==> src/rtl/fifo_wr_arbiter_if.sv <==
// fifo_wr_arbiter_if: requester-side and FIFO-write-side signals of the write-port arbiter
//  req_valid/req_data/req_last/req_ready : per-requester beat handshake
//  wfull/winc/wdata                      : async FIFO write port (wclk domain)
//  grant_id/busy                         : arbitration status
interface fifo_wr_arbiter_if #(
    parameter int NREQ  = 4,
    parameter int DSIZE = 8
);
    localparam int IW = $clog2(NREQ);
    logic [NREQ-1:0]       req_valid;
    logic [NREQ*DSIZE-1:0] req_data;
    logic [NREQ-1:0]       req_last;
    logic [NREQ-1:0]       req_ready;
    logic                  wfull;
    logic                  winc;
    logic [DSIZE-1:0]      wdata;
    logic [IW-1:0]         grant_id;
    logic                  busy;
    modport master (
        output req_valid, req_data, req_last, wfull,
        input  req_ready, winc, wdata, grant_id, busy
    );
    modport slave (
        input  req_valid, req_data, req_last, wfull,
        output req_ready, winc, wdata, grant_id, busy
    );
endinterface

==> src/rtl/fifo_wr_arbiter.sv <==
// fifo_wr_arbiter: round-robin burst arbiter sharing one async FIFO write port among NREQ requesters
//  wclk : write-domain clock
//  wrst : synchronous active-high reset
//  bus  : fifo_wr_arbiter_if.slave (requester handshake, FIFO write port, grant_id/busy status)
module fifo_wr_arbiter #(
    parameter int NREQ     = 4,
    parameter int DSIZE    = 8,
    parameter int MAXBURST = 16
) (
    input logic              wclk,
    input logic              wrst,
    fifo_wr_arbiter_if.slave bus
);
    localparam int IW = $clog2(NREQ);
    localparam int BW = $clog2(MAXBURST + 1);
    typedef enum logic {IDLE, GRANT} state_t;
    state_t        state;
    logic [IW-1:0] rr_ptr, grant_id, pick, idx, next_ptr;
    logic [BW-1:0] beat_cnt;
    logic          xfer, last_beat;
    // Scan downward in priority so the requester closest to rr_ptr is written last and wins.
    always_comb begin
        pick = rr_ptr;
        idx  = '0;
        for (int i = NREQ - 1; i >= 0; i--) begin
            idx = IW'((int'(rr_ptr) + i) % NREQ);
            if (bus.req_valid[idx]) pick = idx;
        end
    end
    assign xfer          = (state == GRANT) & bus.req_valid[grant_id] & ~bus.wfull;
    assign last_beat     = bus.req_last[grant_id] | (beat_cnt == BW'(MAXBURST - 1));
    assign next_ptr      = (grant_id == IW'(NREQ - 1)) ? '0 : grant_id + 1'b1;
    assign bus.winc      = xfer;
    assign bus.req_ready = NREQ'(xfer) << grant_id;
    assign bus.wdata     = bus.req_data[int'(grant_id) * DSIZE +: DSIZE];
    assign bus.grant_id  = grant_id;
    assign bus.busy      = (state == GRANT);
    always_ff @(posedge wclk) begin
        if (wrst) begin
            state    <= IDLE;
            rr_ptr   <= '0;
            grant_id <= '0;
            beat_cnt <= '0;
        end else if (state == IDLE) begin
            if (|bus.req_valid) begin
                grant_id <= pick;
                beat_cnt <= '0;
                state    <= GRANT;
            end
        end else if (xfer) begin
            beat_cnt <= last_beat ? '0 : beat_cnt + 1'b1;
            if (last_beat) begin
                rr_ptr <= next_ptr;
                state  <= IDLE;
            end
        end
    end
endmodule

==> src/flat_wrapper.sv <==
// flat-port wrapper written by rule: the top's interface ports become plain ports
module fifo_wr_arbiter_flat 
#(
    parameter int NREQ     = 4,
    parameter int DSIZE    = 8,
    parameter int MAXBURST = 16
)
  (wclk, wrst, bus_req_valid, bus_req_data, bus_req_last, bus_wfull, bus_req_ready, bus_winc, bus_wdata, bus_grant_id, bus_busy);
  fifo_wr_arbiter_if #(.NREQ(NREQ), .DSIZE(DSIZE)) bus_i ();
  input logic wclk;
  input logic wrst;
  input wire logic [$bits(bus_i.req_valid)-1:0] bus_req_valid;
  input wire logic [$bits(bus_i.req_data)-1:0] bus_req_data;
  input wire logic [$bits(bus_i.req_last)-1:0] bus_req_last;
  input wire logic [$bits(bus_i.wfull)-1:0] bus_wfull;
  output wire logic [$bits(bus_i.req_ready)-1:0] bus_req_ready;
  output wire logic [$bits(bus_i.winc)-1:0] bus_winc;
  output wire logic [$bits(bus_i.wdata)-1:0] bus_wdata;
  output wire logic [$bits(bus_i.grant_id)-1:0] bus_grant_id;
  output wire logic [$bits(bus_i.busy)-1:0] bus_busy;
  assign bus_i.req_valid = bus_req_valid;
  assign bus_i.req_data = bus_req_data;
  assign bus_i.req_last = bus_req_last;
  assign bus_i.wfull = bus_wfull;
  assign bus_req_ready = bus_i.req_ready;
  assign bus_winc = bus_i.winc;
  assign bus_wdata = bus_i.wdata;
  assign bus_grant_id = bus_i.grant_id;
  assign bus_busy = bus_i.busy;
  fifo_wr_arbiter #(.NREQ(NREQ), .DSIZE(DSIZE), .MAXBURST(MAXBURST)) u_core (.wclk(wclk), .wrst(wrst), .bus(bus_i));
endmodule
==> config.mk <==
export PLATFORM = sky130hd
export DESIGN_NAME = fifo_wr_arbiter_flat
export DESIGN_NICKNAME = d
export VERILOG_FILES = /design/src/rtl/fifo_wr_arbiter_if.sv /design/src/rtl/fifo_wr_arbiter.sv /design/src/flat_wrapper.sv
export SDC_FILE = /design/constraint.sdc
export NUM_CORES = 1
export LEC_CHECK = 0
export BUFFER_PORTS_ARGS = -buffer_cell sky130_fd_sc_hd__buf_2
export CORE_MARGIN = 2
export CORE_UTILIZATION = 37
export DETAILED_ROUTE_END_ITERATION = 12
export PLACE_DENSITY = 0.75
export SLEW_MARGIN = 20
export SYNTH_ARGS = -nofsm -noshare
export SYNTH_HDL_FRONTEND = slang
export SYNTH_SLANG_ARGS = --single-unit
==> constraint.sdc <==
create_clock -name wclk -period 1.7 [get_ports wclk]
set_input_delay 0.17 -clock wclk [delete_from_list [all_inputs] [get_ports wclk]]
set_output_delay 0.17 -clock wclk [all_outputs]
set_load 0.03 [all_outputs]
==> reports/results.ini <==
[worst_setup_path]
cp-start-kind = flop
worstPathArrival_ns = 1.60
crit_fanout = 6
required_ns = 1.53
cp-end-kind = output pin
worstSetupPathType = reg2out

[grt]
antenna_found_initial = 0
grt_pass1_wl_um = 4620
track_usage_pct = 22.9
grt_pass1_vias = 1099
grt_start_max_net_pins = 14
grt.overflow.total = 0

[finish]
fillers = 173
area_delta_synth_final_pct = 75.6
final_util_pct = 68.6
drive_gt1_share_pct = 67.5
multi_input_area_um2 = 677
stdcell_count = 194
nets = 213
final_cell_area_um2 = 1500
num_antenna_cells = 0
seqCellArea_um2 = 209

[clock_tree]
cts_max_level = 1
clock_path_buffers = 2
worstSkewPairLatency_ns = 0.26
cts_tree = built
clk_pin_slew_ns = 0.07
cts_buffers = 3
ctsHoldBuffers = 0
numClockSinks = 10
clockRootBuffer = clkbuf_4

[drt]
drtPass1Iterations = 4
viasPerCell = 5.59
ant_nets = 0
drt_iter0_drc = 32
drt_wl_total_um = 3120
drcViolationCount = 0
vias = 1084
wl_per_cell_um = 16.1

[sta]
postLayoutSetupSlackWorst_ns = -0.0710
max_slew_margin_pct = 81.5
rsz0062_at_grt = yes
tightest_slew_ns = 0.277
min_period_ns = 1.77
clock.fmax_mhz = 565
tns_ns = -0.207
hold_viol = 0
skew_ns = 0.00198
finalSetupViolations = 8
drv_slew = 0
final.period_utilization_pct = 104

[power_and_ir_drop]
p_seq_share_pct = 31.0
switching_power_uw = 274
power_uw = 803
p_leak_nw = 0.676
switching_share_pct = 34.1
p_comb_share_pct = 47.6
p_int_uw = 529
p_per_area_nw_per_um2 = 534
pwr-share-clk_pct = 21.4
ir_drop_uv = 420

[synthesis]
ys_ff_latch = 10
syn-cell-area_um2 = 856
synth.distinct_cells = 35
synth_area_per_cell_um2 = 9.62
postSynthCellCount = 89
syn-num-nets = 135
yosys_warnings = 0
ys_seq_area_share_pct = 23.4

[placed_design]
port_buffers = 58
gp_congestion = 0.772
place_area_um2 = 1250
hpwlAfterDp_um = 2170
dp.cells = 183

[hold_path]
holdCritPathClass = in2reg

[job]
maxCapViolCount = 0

[floorplan]
die_area_um2 = 2710
die_x_um = 52.1
ios = 59
start_util_pct = 39.1
num_rows = 17
die_height_um = 52.1
coreArea_um2 = 2190

[outcome]
status = finished with violations
violations = negative setup slack

## synthesized netlist by cell type
cell type	instances	area (um2)
a2111o_1	1	11.3
a21oi_1	8	40.0
a221oi_1	1	8.76
a222oi_1	1	10.0
a22oi_1	1	7.51
a31oi_1	2	12.5
and3_1	3	18.8
and3b_1	1	8.76
buf_2	1	5.00
buf_6	1	11.3
clkbuf_1	2	7.51
dfxtp_1	10	200
ha_1	3	37.5
inv_1	7	26.3
mux2_2	2	22.5
mux4_1	3	78.8
mux4_2	6	135
nand2_1	7	26.3
nand2b_1	1	6.26
nand3_1	3	15.0
nand3b_1	1	7.51
nand4_1	1	6.26
nor2_1	4	15.0
nor2b_1	2	12.5
nor3b_1	3	22.5
o2111ai_1	1	8.76
o21ai_0	3	15.0
o221ai_1	1	8.76
o31ai_1	1	7.51
o32ai_1	2	17.5
or2_0	1	6.26
or2_2	1	6.26
or3_1	1	6.26
or4_1	2	15.0
or4_4	1	11.3
## final timing paths
| path | start | end | slack, ns | cells past startpoint |
|---|---|---|---|---|
| setup reg to reg | u_core.bus.grant_id[0] | u_core.beat_cnt[4] | -0.05 | 4 |
| hold reg to reg | u_core.beat_cnt[4] | u_core.beat_cnt[4] | 0.49 | 2 |
| setup / recovery | u_core.bus.grant_id[0] | bus_winc | -0.07 | 5 |
| hold / removal | wrst | u_core.beat_cnt[4] | 0.23 | 2 |
## worst max-delay path, cell delays in order (launching register included)
cell	delay, ns
dfxtp_4	0.36
buf_8	0.13
mux2_4	0.32
a22oi_2	0.28
inv_2	0.09
buf_6	0.15
## state kept, by name, summed over array words and instances, names as in the netlist
register and count:
u_core.beat_cnt 5, u_core.rr_ptr 2, u_core.bus.busy 1, u_core.bus.grant_id 2
## what timing repair did
item                                    CTS  global route
cloned                                    1             0
endpoints found under the setup margin   11            17
buffers inserted                          5             1
hold endpoints to repair                  0             0
pin swaps                                 3             6
gates resized for setup                  31            16
## per-stage QoR
stage	hold slack, ns	setup slack (ns)
final	0.228	-0.0710
after global routing	0.245	-0.115
after CTS	0.200	-0.0943
after detailed placement	0.455	-0.115
after global placement	0.439	-0.0454
after floorplan	0.358	-0.194
## logic make-up (layout without fill, tap and decap cells)
| family | count (synthesis) | count (layout) | share of synthesized area, % |
|---|---|---|---|
| mux | 11 | 11 | 27.6 |
| compound gates | 22 | 22 | 17.3 |
| flops | 10 | 10 | 23.4 |
| simple gates | 32 | 32 | 21.5 |
| buf+inv | 11 | 88 | 5.85 |
| fa+ha+maj | 3 | 3 | 4.39 |
## cell usage in the layout (no fill, tap or decap), types with 2 or more instances in the layout
master | synthesis | layout
dfxtp_2 | 0 | 4
a21oi_2 | 0 | 2
o21ai_0 | 3 | 3
mux4_2 | 6 | 9
buf_2 | 1 | 49
nor3b_1 | 3 | 2
nor2_1 | 4 | 3
a21oi_1 | 8 | 6
nand2_1 | 7 | 7
nor2b_1 | 2 | 2
nand3_1 | 3 | 2
buf_6 | 1 | 9
and3_1 | 3 | 2
or4_4 | 1 | 3
mux2_4 | 0 | 2
dfxtp_1 | 10 | 5
inv_1 | 7 | 6
clkbuf_4 | 0 | 3
buf_4 | 0 | 16
## metal layers
metal | vias up | GRT usage, % | routed length, um | part of all wire (%)
met4 | 0 | 6.14 | 42 | 1.3
met3 | 4 | 3.16 | 235 | 7.5
li1 | 511 | - | - | -
met5 | - | 0 | 0 | 0
met1 | 515 | 22.5 | 1120 | 36
met2 | 54 | 47.9 | 1720 | 55
## power by group through the flow
stage          clock network [mW]  registers (mW)  logic (mW)
2_1_floorplan                   0           0.264       0.160
3_3_place_gp                    0           0.252       0.286
3_5_place_dp                    0           0.253       0.291
4_1_cts                     0.178           0.248       0.359
5_1_grt                     0.188           0.249       0.403
6_report                    0.172           0.249       0.382
## cell type report
cell class                 count  area share, %
multi-input combinational     68           45.0
timing repair buffer          77           35.2
sequential                    10           13.9
tap                           28           2.33
clock buffer                   4           1.75
inverter                       7           1.75
Note: power is estimated with default switching activity, not from simulation.
